$ cat config.mk
export PLATFORM = sky130hd
export DESIGN_NAME = inst_feeder
export DESIGN_NICKNAME = d
export VERILOG_FILES = /design/src/rtl/feeder_pkg.sv /design/src/rtl/feeder_wdog.sv /design/src/rtl/inst_feeder.sv
export SDC_FILE = /design/constraint.sdc
export NUM_CORES = 1
export LEC_CHECK = 0
export BUFFER_PORTS_ARGS = -buffer_cell sky130_fd_sc_hd__buf_4
export CAP_MARGIN = 20
export CORE_UTILIZATION = 45
export DETAILED_ROUTE_END_ITERATION = 6
export GPL_ROUTABILITY_DRIVEN = 0
export PLACE_DENSITY_LB_ADDON = 0.3
export SYNTH_ARGS = -nofsm -noshare
export SYNTH_HDL_FRONTEND = slang
export SYNTH_SLANG_ARGS = --single-unit
$ cat constraint.sdc
create_clock -name Clock -period 1.7 [get_ports Clock]
set_clock_uncertainty 0.1 [all_clocks]
set_input_delay 0.34 -clock Clock [delete_from_list [all_inputs] [get_ports Clock]]
set_output_delay 0.34 -clock Clock [all_outputs]
set_load 0.02 [all_outputs]
$ cat src/rtl/feeder_pkg.sv
// Shared types and defaults for the instruction feeder.
// FEEDER_STEP_EN adds the single-step PAUSE state.
package feeder_pkg;

  localparam logic [15:0] HALT_WORD_DEF = 16'hFFFF;
  localparam int          TIMEOUT_DEF   = 16;

  typedef enum logic [2:0] {
    S_IDLE,
    S_FETCH,
    S_LOAD,
    S_ISSUE,
    S_EXEC,
`ifdef FEEDER_STEP_EN
    S_PAUSE,
`endif
    S_HALTED,
    S_ERROR
  } state_e;

  function automatic logic [15:0] sat_inc(
    input logic [15:0] v
  );
    return (v == 16'hFFFF) ? v : v + 16'd1;
  endfunction

endpackage

$ cat src/rtl/feeder_wdog.sv
// EXEC watchdog: counts enabled cycles, flags the TIMEOUT-th one.
// Cleared by the feeder whenever an instruction is about to issue.
module feeder_wdog
  import feeder_pkg::*;
#(
  parameter int TIMEOUT = TIMEOUT_DEF
) (
  input  logic clk,
  input  logic rst_n,
  input  logic clear,
  input  logic enable,
  output logic expired
);

  localparam int CW = $clog2(TIMEOUT + 1);

  logic [CW-1:0] cnt_q, cnt_d;

  assign expired = enable && (cnt_q == CW'(TIMEOUT - 1));

  always_comb begin
    cnt_d = cnt_q;
    if (clear)
      cnt_d = '0;
    else if (enable && !expired)
      cnt_d = cnt_q + CW'(1);
  end

  always_ff @(posedge clk or negedge rst_n) begin
    if (!rst_n) cnt_q <= '0;
    else        cnt_q <= cnt_d;
  end

endmodule

$ cat src/rtl/inst_feeder.sv
// Fetches words from a 1-cycle ROM and issues them to a processor.
// Define FEEDER_STEP_EN for the Step input and PAUSE state.
module inst_feeder
  import feeder_pkg::*;
#(
  parameter int          AW        = 8,
  parameter logic [15:0] HALT_WORD = HALT_WORD_DEF,
  parameter int          TIMEOUT   = TIMEOUT_DEF
) (
  input  logic          Clock,
  input  logic          Resetn,
  input  logic          Start,
  output logic [AW-1:0] ADDR,
  input  logic [15:0]   ROM_DATA,
  output logic [15:0]   DIN,
  output logic          Run,
  input  logic          Done,
`ifdef FEEDER_STEP_EN
  input  logic          Step,
`endif
  output logic          Busy,
  output logic          Halted,
  output logic          Fault,
  output logic [15:0]   InstCount
);

  state_e        state_q, state_d;
  logic [AW-1:0] pc_q, pc_d;
  logic [15:0]   din_q, din_d;
  logic [15:0]   cnt_q, cnt_d;
  logic          wd_clr, wd_en, wd_exp;

  feeder_wdog #(
    .TIMEOUT(TIMEOUT)
  ) u_wdog (
    .clk    (Clock),
    .rst_n  (Resetn),
    .clear  (wd_clr),
    .enable (wd_en),
    .expired(wd_exp)
  );

  always_comb begin
    state_d = state_q;
    pc_d    = pc_q;
    din_d   = din_q;
    cnt_d   = cnt_q;
    wd_clr  = 1'b0;
    wd_en   = 1'b0;
    unique case (state_q)
      S_IDLE, S_HALTED, S_ERROR: begin
        if (Start) begin
          state_d = S_FETCH;
          pc_d    = '0;
          cnt_d   = '0;
        end
      end
      S_FETCH: state_d = S_LOAD;
      S_LOAD: begin
        din_d = ROM_DATA;
        if (ROM_DATA == HALT_WORD) begin
          state_d = S_HALTED;
        end else begin
          state_d = S_ISSUE;
          wd_clr  = 1'b1;
        end
      end
      S_ISSUE: state_d = S_EXEC;
      S_EXEC: begin
        wd_en = !Done;
        if (Done) begin
          pc_d  = pc_q + AW'(1);
          cnt_d = sat_inc(cnt_q);
`ifdef FEEDER_STEP_EN
          state_d = S_PAUSE;
`else
          state_d = S_FETCH;
`endif
        end else if (wd_exp) begin
          state_d = S_ERROR;
        end
      end
`ifdef FEEDER_STEP_EN
      S_PAUSE: begin
        if (Step) state_d = S_FETCH;
      end
`endif
      default: state_d = S_IDLE;
    endcase
  end

  always_ff @(posedge Clock or negedge Resetn) begin
    if (!Resetn) begin
      state_q <= S_IDLE;
      pc_q    <= '0;
      din_q   <= '0;
      cnt_q   <= '0;
    end else begin
      state_q <= state_d;
      pc_q    <= pc_d;
      din_q   <= din_d;
      cnt_q   <= cnt_d;
    end
  end

  assign ADDR      = pc_q;
  assign DIN       = din_q;
  assign InstCount = cnt_q;
  assign Run       = (state_q == S_ISSUE);
  assign Halted    = (state_q == S_HALTED);
  assign Fault     = (state_q == S_ERROR);
  assign Busy      = !(state_q inside {S_IDLE, S_HALTED, S_ERROR});

endmodule

-- Word level (Yosys, flattened, before mapping)
Cells that the tools add are included.
- bits in registers: 48
- output and inout bits: 44
- mux-type cells: 17
- reductions and logical operators: 13
- equality and inequality tests: 13
- add/sub/neg operators: 3
- operator list (kind ; number):
    16-bit two-way mux ; 3
    16-bit == test (second input constant) ; 2
    16-bit case mux with 2 select lines ; 1
    16-bit by 1-bit adder with 16-bit output (second input constant) ; 1
    8-bit two-way mux ; 2
    8-bit case mux with 2 select lines ; 1
    3-bit case mux with 5 select lines ; 1
    3-bit two-way mux ; 4
    5-bit two-way mux ; 2
    3-bit == test (second input constant) ; 3
    8-bit by 1-bit adder with 8-bit output (second input constant) ; 1
    3-bit by 2-bit == test with 1-bit output (second input constant) ; 2
    2-bit != test (second input constant) ; 3
    5-bit by 1-bit adder with 5-bit output (second input constant) ; 1
    5-bit by 4-bit == test with 1-bit output (second input constant) ; 1
    4-bit AND reduction ; 1
    2-bit nonzero test ; 2
    3-bit by 1-bit == test with 1-bit output (second input constant) ; 1
    1-bit logical NOT ; 3
    3-bit logical NOT ; 1
    1-bit two-way mux ; 3
    3-bit by 2-bit != test with 1-bit output (second input constant) ; 1
    3-bit AND reduction ; 1
    3-bit nonzero test ; 1
    3 further kinds ; 4

-- Longest topological paths before layout
- word-level depth: 7
- mapped depth: 7

-- Hierarchy
Synthesis repeated with hierarchy kept, for this count alone.
- cells, all modules: 247
- area, all modules: 2531.2 µm²
- by module, submodules not included (module ; sequential area each (µm²) ; area each (µm²) ; cells an instance ; instances):
    inst_feeder ; 1076.0 ; 2255.9 ; 223 ; 1
    feeder_wdog ; 125.1 ; 275.3 ; 24 ; 1

-- Worst setup path after synthesis
OpenSTA, ideal clock, no wires.
- kind: flip-flop to flip-flop
- start: reg cnt_q[0], in the netlist InstCount[0]
- end: reg cnt_q[14], in the netlist InstCount[14]
- arrival time: 1.775 ns
- path buffers: 1
- library setup time: 0.121 ns
- stages on the path, launching flop included: 8
- required time: 1.479 ns
- slack: -0.296 ns
- cells stage by stage: dfrtp_1 > ha_1 > nand3_2 > or2_1 > buf_2 > nor4_2 > o21ai_0 > a22o_1
- longest elaborated chain between the ends: 4
- RTL lines (item ; RTL line ; source):
    start, declared ; inst_feeder.sv:30 ; logic [15:0] cnt_q, cnt_d;
    start signal, assigned ; inst_feeder.sv:102 ; cnt_q <= cnt_d;
    16-bit by 1-bit adder with 16-bit output ; feeder_pkg.sv:24 ; return (v == 16'hFFFF) ? v : v + 16'd1;
    16-bit two-way mux ; feeder_pkg.sv:24 ;
    16-bit two-way mux ; inst_feeder.sv:71 ; if (Done) begin
    16-bit case mux with 2 select lines ; inst_feeder.sv:50 ; unique case (state_q)
Several ways; a longest one is shown, not always the timed one. The select of a mux whose other input is x is not followed.
A chain may end at the register's enable or synchronous reset.

-- Worst setup path in the final report
- start: reg state_q[2]
- end: reg cnt_q[9], in the netlist InstCount[9]
- longest elaborated chain between the ends: 4
- RTL lines (item ; RTL line ; source):
    start, declared ; inst_feeder.sv:27 ; state_e state_q, state_d;
    start signal, assigned ; inst_feeder.sv:99 ; state_q <= state_d;
    3-bit == test / 3-bit logical NOT (equally long branches) ; inst_feeder.sv:50 ;
    3-bit OR reduction ; inst_feeder.sv:50 ;
    2-bit != test (no source line) / 2-bit nonzero test (equally long branches) ; -- ;
    4-bit AND reduction (no source line) ; -- ;
Several ways; a longest one is shown, not always the timed one.

==> results.cfg <==
[worst_setup_path]
arrival_ns = 1.99
worstPathMaxFanout = 20
start_kind = flip-flop
worstPathRequired_ns = 1.80
critical-path-max-stage-delay_ns = 0.42
path_cells = buf_4, nor2b_1, o31a_1, o21a_1, buf_12, a21o_1, a21o_1
cpMaxStageDelayCell = dfrtp_1
cp-end-kind = flip-flop
cp_common_cell = a21o_1
path_class = flip-flop to flip-flop

[detailed_routing]
drc = 0
drt_iter0_markers = 147
vias = 2423
finalWirelength_mm = 7.05
avgRoutedWirePerCell_um = 16.2
viasPerCell = 5.57
drtAntennaViolNets = 0
first_pass_iters = 4

[timing]
tns_ns = -2.73
max_freq_ghz = 0.530
period_share_pct = 111
final_hold_viol_count = 0
relSlewSlack_pct = 60.1
period_minus_slack_ns = 1.89
setup_ws_ns = -0.185
rsz0062_at_grt = true
setup_viol_count_final = 29
tightestPinTransition_ns = 0.599
drv_slew = 0

[die]
coreArea_um2 = 5200
die_area_um2 = 5830
rows = 26
die_h_um = 76.4
io_pins = 64
start_util_pct = 47.8
die_w_um = 76.4

[hold_path]
hp-class = input port to flip-flop

[logic_synthesis]
synth_top_cell_by_area = dfrtp_1
ys_ff_latch = 48
async_flop_share_pct = 100
netlist_area_um2 = 2490
ys_top_cells_by_area = dfrtp_1 48%, mux2_2 7.2%, o21ai_0 4.8%
synth_cells = 253
synth_most_common_cell = dfrtp_1
syn_nets = 277
yosys_warnings = 0
ys_top_cells_by_count = 48 x dfrtp_1, 24 x o21ai_0, 22 x nand2_1
synth_flop_cell = dfrtp_1
synth_top_cell_area_share_pct = 48.2
ys_seq_area_share_pct = 48.2
yosysUniqueCellTypes = 48
syn_avg_cell_area_um2 = 9.84
synth_edf_count = 0

[global_routing]
grtUsageTotal_pct = 23.4
overflow = 0
antenna_found_initial = 0
grt_pass1_wl_mm = 11.0
grt_pass1_vias = 2362
grt_max_degree = 49

[pwr]
vdd_drop_max_v = 0.00114
p_per_area_nw_per_um2 = 1410
power_w = 0.00537
p_sw_w = 0.00193
netSwitchingFraction_pct = 35.9
power_leakage_nw = 1.78
pwr-share-clk_pct = 17.0
p_int_w = 0.00345
p_seq_share_pct = 30.4
power_frac_comb_pct = 52.6

[layout]
multi_input_area_um2 = 1410
seq_area_um2 = 1210
fillers = 358
antennaDiodeCount = 0
drive_gt1_share_pct = 48.5
finalNonFillerCells = 435
syn_to_final_growth_pct = 53.6
finalNetCount = 388

[placed_design]
port_buffers = 63
place_inst = 414
dp_hpwl_mm = 4.48

[clock_network]
cts-root-buf = clkbuf_8
clockBufferDepth = 2
clock_latency_ns = 0.31
cts_tree = built
htreeDepth = 2
clk_pin_slew_worst_paths_ns = 0.09
cts_buffers = 5
cts.sinks = 48

[run_status]
run_status = complete, but fails checks
violations = setup timing

[job]
cap_violations = 0
[cell families after synthesis]
family / after synthesis / share of synthesized area, %
and+or+nand+nor: 97 / 20.8
AOI/OAI and AO/OA: 65 / 16.0
DFF: 48 / 48.2
muxes: 18 / 8.04
buffers and inverters: 17 / 3.47
xor gates and xnor gates: 4 / 1.41
adders and majority gates: 4 / 2.01
[layout make-up]
| cell class | count | area share, % |
|---|---|---|
| clock inverters | 1 | 0.785 |
| inverters | 5 | 0.491 |
| multi-input cells | 188 | 37.0 |
| flip-flops and latches | 48 | 31.7 |
| well taps | 70 | 2.29 |
| clock buffers | 7 | 2.52 |
| repair buffers | 116 | 25.2 |
[per-layer routing]
| layer | part of all wire (%) | global-route usage, % | wire [µm] |
|---|---|---|---|
| met5 | 0 | 0 | 0 |
| met4 | 2.5 | 7.88 | 177 |
| met3 | 5.9 | 5.03 | 418 |
| met2 | 51 | 40.7 | 3580 |
| met1 | 41 | 28.7 | 2860 |
[cells in the final DEF, fill, tap and decap left out, drive strengths merged, types with 3 or more instances in the layout]
cell type and count:
ha 4, inv 5, and3 4, a21o 3
a31oi 6, nand3 10, buf 114, and2 3
nor2b 4, a21oi 12, nand4 9, nor2 21
nor4 4, xor2 3, nand2 22, o21ai 26
clkbuf 8, mux2 16, nor3 9, dfrtp 48
[state kept, by name (all words and copies together), names as in the netlist]
signal / count
ADDR: 8
DIN: 16
InstCount: 16
state_q: 3
u_wdog.cnt_q: 5
[metrics by stage]
step	utilization [%]	area, µm²	setup slack (ns)	hold slack, ns
2_1_floorplan	-	2550	-0.112	-0.0556
3_3_place_gp	64.6	3360	-0.0154	0.291
3_5_place_dp	64.6	3360	-0.0732	0.293
4_1_cts	70.7	3680	-0.158	0.163
5_1_grt	73.5	3820	-0.238	0.158
6_report	73.5	3820	-0.185	0.162
[critical path, delay by kind of cell (launching register included)]
family	cells	cell delay (ns)
AO/OA/AOI/OAI	4	0.81
flip-flops	1	0.42
buffers and inverters	2	0.32
AND/OR/NAND/NOR	1	0.13
[repair_timing]
item	4_1_cts	5_1_grt
buffers inserted	11	1
hold buffers	1	0
endpoints found under the setup margin	25	49
gates cloned	0	1
pin swaps	11	7
endpoints found under the hold margin	48	0
gates resized for setup	31	37
[power by group through the flow]
stage	Combinational (W)	Sequential, W	Clock (W)
detailed placement	0.00213	0.00164	0
CTS	0.00245	0.00160	0.000924
finish	0.00283	0.00163	0.000916
global route	0.00300	0.00166	0.000973
global placement	0.00208	0.00163	0
floorplan	0.000976	0.00189	0
[final timing paths]
path | start | endpoint | slack (ns) | cells past startpoint
worst max register to register | state_q[2] | InstCount[9] | -0.19 | 7
worst min-delay path | ROM_DATA[2] | DIN[2] | 0.16 | 2
worst max-delay path | state_q[2] | InstCount[9] | -0.19 | 7
max in group asynchronous | Resetn | InstCount[10] | 0.58 | 2
min in group asynchronous | Resetn | DIN[6] | 0.48 | 2
worst min register to register | ADDR[6] | ADDR[6] | 0.42 | 1
Note: power is estimated with default switching activity, not from simulation.
